==> config.mk <==
export PLATFORM = sky130hd
export DESIGN_NAME = cpu_bus_bridge
export DESIGN_NICKNAME = d
export VERILOG_FILES = /design/src/rtl/cpu_bus_pkg.sv /design/src/rtl/bus_wait_timer.sv /design/src/rtl/cpu_bus_bridge.sv
export SDC_FILE = /design/constraint.sdc
export NUM_CORES = 1
export LEC_CHECK = 0
export CAP_MARGIN = 20
export CORE_MARGIN = 4
export CORE_UTILIZATION = 35
export CTS_CLUSTER_DIAMETER = 30
export DETAILED_ROUTE_END_ITERATION = 10
export DONT_BUFFER_PORTS = 1
export SYNTH_ARGS = -nofsm -noshare
export SYNTH_HDL_FRONTEND = slang
export SYNTH_SLANG_ARGS = --single-unit
export TNS_END_PERCENT = 50
==> constraint.sdc <==
create_clock -name clk -period 2.1 [get_ports clk]
set_input_delay 0.63 -clock clk [delete_from_list [all_inputs] [get_ports clk]]
set_output_delay 0.63 -clock clk [all_outputs]
set_load 0.005 [all_outputs]
==> src/rtl/cpu_bus_pkg.sv <==
// Shared definitions for the CPU bus bridge: FSM encoding, address area
// prefixes, the word returned on faulted accesses and counter widths.
package cpu_bus_pkg;

  typedef enum logic [1:0] {
    ST_IDLE  = 2'd0,
    ST_REQ   = 2'd1,
    ST_RESP  = 2'd2,
    ST_FAULT = 2'd3
  } state_t;

  // Top two address bits select the area
  localparam logic [1:0] AREA_ROM      = 2'h0;
  localparam logic [1:0] AREA_RAM      = 2'h1;
  localparam logic [1:0] AREA_RESERVED = 2'h2;
  localparam logic [1:0] AREA_MMIO     = 2'h3;

  // Returned to the CPU on any fault so a faulted fetch traps
  localparam logic [31:0] ILLEGAL_INSTRUCTION = 32'h0;

  localparam int FAULT_COUNT_W = 8;
  localparam logic [FAULT_COUNT_W-1:0] FAULT_COUNT_MAX = '1;

  // Wait timer width covers the largest legal timeout (255)
  localparam int TIMER_W = 8;

endpackage

==> src/rtl/bus_wait_timer.sv <==
// Wait-cycle counter for the bus bridge. Clear has priority over enable;
// terminal is high while the count sits at TIMEOUT_CYCLES-1.
module bus_wait_timer
  import cpu_bus_pkg::*;
#(
  parameter int TIMEOUT_CYCLES = 64
) (
  input  logic clk,
  input  logic reset,
  input  logic clear,
  input  logic enable,
  output logic terminal
);

  logic [TIMER_W-1:0] count;

  // Count request cycles; restart whenever the bridge is idle
  always_ff @(posedge clk) begin
    if (reset || clear) begin
      count <= '0;
    end else if (enable) begin
      count <= count + 1'b1;
    end
  end

  assign terminal = (count == TIMER_W'(TIMEOUT_CYCLES - 1));

endmodule

==> src/rtl/cpu_bus_bridge.sv <==
// Registered bridge between the picorv32 memory port and the address
// decoder. Aborts accesses that wait too long and blocks ROM writes; both
// complete the CPU access with ILLEGAL_INSTRUCTION and pulse fault.
// Optional fault log (fault_addr/fault_count/clear_fault): define
// BUS_FAULT_LOG_EN to enable it, otherwise those outputs are tied to 0.
module cpu_bus_bridge
  import cpu_bus_pkg::*;
#(
  parameter int TIMEOUT_CYCLES = 64
) (
  input  logic        clk,
  input  logic        reset,
  input  logic        cpu_valid,
  input  logic        cpu_instr,
  input  logic [31:0] cpu_addr,
  input  logic [31:0] cpu_wdata,
  input  logic [3:0]  cpu_wstrb,
  output logic        cpu_ready,
  output logic [31:0] cpu_rdata,
  output logic        bus_valid,
  output logic        bus_instr,
  output logic [31:0] bus_addr,
  output logic [31:0] bus_wdata,
  output logic [3:0]  bus_wstrb,
  input  logic        bus_ready,
  input  logic [31:0] bus_rdata,
  input  logic        clear_fault,
  output logic        fault,
  output logic [31:0] fault_addr,
  output logic [7:0]  fault_count
);

  state_t state;
  logic   timer_terminal;
  logic   rom_write;

  assign rom_write = (cpu_addr[31:30] == AREA_ROM) && (cpu_wstrb != 4'h0);

  bus_wait_timer #(
    .TIMEOUT_CYCLES(TIMEOUT_CYCLES)
  ) u_timer (
    .clk     (clk),
    .reset   (reset),
    .clear   (state == ST_IDLE),
    .enable  (state == ST_REQ),
    .terminal(timer_terminal)
  );

  // Access FSM with all CPU- and bus-facing outputs registered
  always_ff @(posedge clk) begin
    if (reset) begin
      state     <= ST_IDLE;
      cpu_ready <= 1'b0;
      cpu_rdata <= '0;
      bus_valid <= 1'b0;
      bus_instr <= 1'b0;
      bus_addr  <= '0;
      bus_wdata <= '0;
      bus_wstrb <= '0;
      fault     <= 1'b0;
    end else begin
      case (state)
        ST_IDLE: begin
          cpu_ready <= 1'b0;
          fault     <= 1'b0;
          if (cpu_valid) begin
            bus_instr <= cpu_instr;
            bus_addr  <= cpu_addr;
            bus_wdata <= cpu_wdata;
            bus_wstrb <= cpu_wstrb;
            if (rom_write) begin
              // Never forwarded: answer straight away as a fault
              state     <= ST_FAULT;
              cpu_ready <= 1'b1;
              cpu_rdata <= ILLEGAL_INSTRUCTION;
              fault     <= 1'b1;
            end else begin
              state     <= ST_REQ;
              bus_valid <= 1'b1;
            end
          end
        end
        ST_REQ: begin
          // A ready on the terminal cycle still completes normally
          if (bus_ready) begin
            state     <= ST_RESP;
            bus_valid <= 1'b0;
            cpu_ready <= 1'b1;
            cpu_rdata <= bus_rdata;
          end else if (timer_terminal) begin
            state     <= ST_FAULT;
            bus_valid <= 1'b0;
            cpu_ready <= 1'b1;
            cpu_rdata <= ILLEGAL_INSTRUCTION;
            fault     <= 1'b1;
          end
        end
        ST_RESP: begin
          state     <= ST_IDLE;
          cpu_ready <= 1'b0;
        end
        ST_FAULT: begin
          state     <= ST_IDLE;
          cpu_ready <= 1'b0;
          fault     <= 1'b0;
        end
        default: begin
          state     <= ST_IDLE;
          cpu_ready <= 1'b0;
          bus_valid <= 1'b0;
          fault     <= 1'b0;
        end
      endcase
    end
  end

`ifdef BUS_FAULT_LOG_EN
  // Fault log: the fault being completed takes priority over a clear
  always_ff @(posedge clk) begin
    if (reset) begin
      fault_addr  <= '0;
      fault_count <= '0;
    end else if (state == ST_FAULT) begin
      fault_addr <= bus_addr;
      if (clear_fault) begin
        fault_count <= 8'd1;
      end else if (fault_count != FAULT_COUNT_MAX) begin
        fault_count <= fault_count + 8'd1;
      end
    end else if (clear_fault) begin
      fault_addr  <= '0;
      fault_count <= '0;
    end
  end
`else
  logic unused_clear_fault;
  assign unused_clear_fault = clear_fault;
  assign fault_addr  = '0;
  assign fault_count = '0;
`endif

endmodule

==> impl_metrics.yaml, run 1 <==
run_status:
  status: "completed"
logic_synthesis:
  ys_ff_latch: 114
  syn_area_um2: 4270
  ys_top_cells_by_area: "dfxtp_1 (53%), nand2_1 (12%), a21oi_1 (8.8%), buf_4 (7.0%), a22o_2 (5.4%)"
  synth_warnings: 0
  synth_top_area_cell: "dfxtp_1"
  synth_edf_count: 0
  avgSynthCellArea_um2: 8.83
  postSynth.asyncResetShare_pct: 0
  ys_types: 35
  postSynthCellCount: 483
  synth_flop_cell: "dfxtp_1"
  synth_top_area_share_pct: 53.5
  yosysSeqAreaShare_pct: 53.5
clock_network:
  cts_resized: 0
  cts_made_buffers: 17
  clockBufferDepth: 2
  clkSinkCount: 114
  cts_root_buffer: "clkbuf_16"
  clk_pin_slew_ps: 60
  ctsHoldBuffers: 0
  clk_latency_ps: 400
  htree_levels: 4
  postCtsSetupBuffers: 0
  tritoncts: "yes"
layout:
  synthToLayoutAreaGrowth_pct: 11.8
  diodes: 0
  mostFrequentLayoutCell: "nand2_1"
  final_cell_mix: "nand2_1 (141), dfxtp_1 (114), a21oi_1 (75)"
  final-instance-count-excl-fill: 633
  finish.utilization_pct: 39.9
  drive_gt1_share_pct: 13.8
  nets: 580
pwr:
  peakVddDrop_v: 0.000454
  cellPowerDensity_nw_per_um2: 1120
  p_leak_nw: 1.84
global_routing:
  antenna_found_initial: 0
  grt_max_degree: 78
  grt_overflow: 0
  grt_first_pass_wirelength_um: 15400
  track_usage_pct: 13.7
  grt_pass1_vias: 3064
sta:
  setup_viol: 0
  rsz0062_at_grt: "no"
  fin_worst_skew_ps: 7.40
  hold_violations: 0
  finalCriticalPeriod_ps: 1830
  max_freq_mhz: 545
  setup_ws_ps: 265
  fin_crit_sh_pct: 87.4
  maxSlewViolCount: 0
die:
  initial_utilization_pct: 35.7
  die_height_um: 118
  fp.dieW_um: 118
  core_um2: 12000
  rows: 40
  dieArea_um2: 14000
  io_pins: 250
worst_hold_path:
  hp-class: "in -> reg"
placed_design:
  place.gp.congestion: 0.765
  portBuffers: 0
  place_ws_ps: -2.43
  placed_cells: 601
  dp_hpwl_um: 7020
worst_setup_path:
  worstSetupEndpoint: "cpu_rdata[16]"
  path_max_fanout: 32
  critPathArrivalTime_ps: 2180
  reg2reg_from: "u_timer.count[0]"
  end_kind: "flop"
  path_class: "reg -> reg"
  worstPathRequired_ps: 2440
  rrSetupSlack_ps: 270
  reg2reg_depth: 5
  start_kind: "flop"
  timing.rr.end: "cpu_rdata[16]"
  cp-startpoint: "u_timer.count[0]"
routing:
  drtIter0Drc: 179
  viasPerCell: 4.92
  route.detailed.drc: 0
  ant_nets: 0
  routed-via-count: 3112
  wl_per_cell_um: 15.7
  firstDrtPassIters: 6
  routed_wl_um: 9930
run:
  maxCapViolations: 0
## how the worst min path moves through the flow
stage | from | endpoint | cells past startpoint
floorplan | bus_addr[0] | bus_addr[0] | 2
global placement | bus_wdata[17] | bus_wdata[17] | 2
detailed placement | bus_addr[25] | bus_addr[25] | 2
CTS | reset | cpu_ready | 1
global route | reset | cpu_ready | 1
finish | reset | state[0] | 1
## per-stage QoR
stage	total power [W]	setup TNS [ps]	hold slack [ps]	area [µm²]
2_1_floorplan	0.00276	0	453	4410
3_3_place_gp	0.00276	0	459	4210
3_5_place_dp	0.00277	-2.81	463	4210
4_1_cts	0.00542	0	283	4770
5_1_grt	0.00561	0	281	4770
6_report	0.00535	0	302	4770
## layout make-up
class | instances | area (µm²)
timing repair buffer | 4 | 55.1
inverter | 3 | 11.3
clock buffer | 20 | 457
fill | 1188 | 7190
tap | 147 | 184
multi-input combinational | 333 | 1680
sequential | 114 | 2280
clock inverter | 12 | 100
## sequential cells by signal, summed over array words and instances, names as in the netlist
| name | cells |
|---|---|
| cpu_rdata | 32 |
| state | 2 |
| bus_wstrb | 4 |
| bus_wdata | 32 |
| cpu_ready | 1 |
| bus_valid | 1 |
| bus_addr | 32 |
| fault | 1 |
| u_timer.count | 8 |
| bus_instr | 1 |
## critical path, stage by stage, from the launching register on
cell      delay, ps
dfxtp_1         340
ha_1            240
and3_1          230
a211oi_1        340
o21ba_4         410
a22o_2          200
## report_power, final
group	switching (W)	internal (W)
registers	0.000102	0.00229
clock network	0.00104	0.00159
logic	0.000210	0.000120
## cell usage after synthesis (2+ instances only)
| cell type | number |
|---|---|
| nand2_1 | 142 |
| dfxtp_1 | 114 |
| a21oi_1 | 75 |
| buf_4 | 40 |
| clkbuf_1 | 24 |
| a22o_2 | 23 |
| nor2_1 | 10 |
| a22o_1 | 9 |
| buf_2 | 4 |
| nand3_1 | 4 |
| xor2_1 | 4 |
| buf_6 | 3 |
| inv_1 | 3 |
| o21ai_0 | 3 |
| a211oi_1 | 2 |
| nand4_1 | 2 |
| or2_2 | 2 |
| or3_1 | 2 |
## kinds of logic (layout without fill, tap and decap cells)
kind of cell             count (synthesis)  count (layout)  synth area share, %
AND/OR/NAND/NOR                        170             170                 16.2
AO/OA/AOI/OAI                          116             116                 17.9
flip-flops                             114             114                 53.5
buffers and inverters                   75              39                 10.8
XOR/XNOR                                 5               5                 1.03
adder cells (fa/ha/maj)                  1               1                0.293
other                                    1              40               0.0879
multiplexers                             1               1                0.235
## metal layers
metal	vias up	share of wire (%)	GRT usage [%]
met5	-	0	0
li1	1518	-	-
met1	1401	39	14.2
met2	181	48	23.9
met4	0	1.4	4.78
met3	12	11	7.18
Note: power is estimated with default switching activity, not from simulation.
==> inputs of run 2 (changes only) <==
- SETUP_SLACK_MARGIN: not set -> 0.5
==> impl_metrics.yaml, run 2 (same netlist as run 1, synthesis figures left out) <==
die:
  dieArea_um2: 14000
  die_height_um: 118
  fp.dieW_um: 118
  io_pins: 250
  rows: 40
  core_um2: 12000
  initial_utilization_pct: 35.7
clock_network:
  clkSinkCount: 114
  clockBufferDepth: 2
  tritoncts: "yes"
  cts_root_buffer: "clkbuf_16"
  htree_levels: 4
  clk_pin_slew_ps: 50
  clk_latency_ps: 390
  cts_made_buffers: 17
sta:
  max_freq_mhz: 624
  tns_ps: 0
  fin_worst_skew_ps: 6.27
  fin_crit_sh_pct: 76.3
  hold_violations: 0
  maxSlewViolCount: 0
  holdWs_ps: 310
  rsz0062_at_grt: "yes"
  finalCriticalPeriod_ps: 1600
  setup_viol: 0
worst_setup_path:
  reg2reg_from: "u_timer.count[0]"
  worstPathRequired_ps: 2440
  path_max_fanout: 8
  cp-startpoint: "cpu_wstrb[3]"
  end_kind: "flop"
  start_kind: "primary input"
  path_class: "in -> reg"
  critPathArrivalTime_ps: 1940
routing:
  ant_nets: 0
  viasPerCell: 4.93
  firstDrtPassIters: 5
  routed-via-count: 3181
  route.detailed.drc: 0
  drtIter0Drc: 175
  wl_per_cell_um: 16.7
  routed_wl_um: 10800
pwr:
  p_sw_share_pct: 24.3
  p_leak_nw: 1.95
  seq_power_share_pct: 42.7
  cellPowerDensity_nw_per_um2: 1120
  peakVddDrop_v: 0.000412
  p_clk_share_pct: 50.3
  pwr-share-comb_pct: 7.0
  power_switching_w: 0.00137
  p_int_w: 0.00425
global_routing:
  track_usage_pct: 14.5
  grt_pass1_vias: 2984
  grt_max_degree: 81
  grt_first_pass_wirelength_um: 16100
  grt_overflow: 0
  antenna_found_initial: 0
layout:
  stdcell_area_um2: 5030
  synthToLayoutAreaGrowth_pct: 17.9
  final_cell_mix: "nand2_1 (141), dfxtp_1 (110), a21oi_1 (75)"
  drive_gt1_share_pct: 17.5
  mostFrequentLayoutCell: "nand2_1"
  diodes: 0
  nets: 592
  reg_top3: "bus_addr: 32 flops, bus_wdata: 32 flops, cpu_rdata: 32 flops"
worst_hold_path:
  hp-class: "in -> reg"
  worstHoldStart: "reset"
placed_design:
  place.gp.congestion: 0.793
  portBuffers: 0
  dp_hpwl_um: 7480
  placed_cell_area_um2: 4240
run_status:
  status: "completed"
run:
  maxCapViolations: 0
==> run 2: area by class of cell <==
cell class                      count  area, µm²
Sequential cell                   114       2290
Tap cell                          147        184
Multi-Input combinational cell    336       1800
Clock inverter                     13        150
Timing Repair Buffer               13        148
Fill cell                        1175       6930
Inverter                            3       11.3
Clock buffer                       19        443
==> run 2: layer usage <==
| metal | GRT usage (%) | vias to the layer above | part of all wire, % |
|---|---|---|---|
| met5 | 0 | - | 0 |
| li1 | - | 1543 | - |
| met2 | 24.3 | 190 | 50 |
| met4 | 5.36 | 0 | 1.5 |
| met1 | 15.5 | 1436 | 37 |
| met3 | 7.70 | 12 | 11 |
==> run 2: power by group through the flow <==
stage	logic, W	registers [W]	clock network (W)
finish	0.000394	0.00239	0.00282
global route	0.000445	0.00241	0.00304
CTS	0.000382	0.00240	0.00289
detailed placement	0.000345	0.00244	0
global placement	0.000330	0.00244	0
floorplan	0.000352	0.00240	0
==> run 2: stage by stage <==
step | util, % | setup WS (ps) | std cells | power, W
4_1_cts | 41.3 | 504 | 640 | 0.00567
5_1_grt | 42.1 | 462 | 645 | 0.00589
2_1_floorplan | - | 279 | 522 | 0.00276
3_5_place_dp | 35.5 | 55.2 | 603 | 0.00279
3_3_place_gp | 35.5 | 83.6 | 603 | 0.00277
6_report | 42.1 | 498 | 645 | 0.00561
==> run 2: worst paths after layout <==
| path | to | slack (ps) | cells past startpoint |
|---|---|---|---|
| setup / recovery | cpu_rdata[17] | 500 | 5 |
| hold / removal | cpu_ready | 310 | 1 |
| setup reg to reg | cpu_rdata[24] | 530 | 6 |
| hold reg to reg | bus_wdata[4] | 470 | 2 |
==> run 2: critical path: stages <==
cell	delay [ps]
or4_4	550
a41oi_4	210
buf_4	180
o21ba_4	220
a22o_1	140
==> run 2: what timing repair did <==
action | CTS | global route
setup endpoints to repair | 88 | 49
hold buffers | 0 | 0
cloned | 3 | 0
pin swaps | 3 | 6
buffers inserted | 2 | 5
resized for setup | 11 | 11
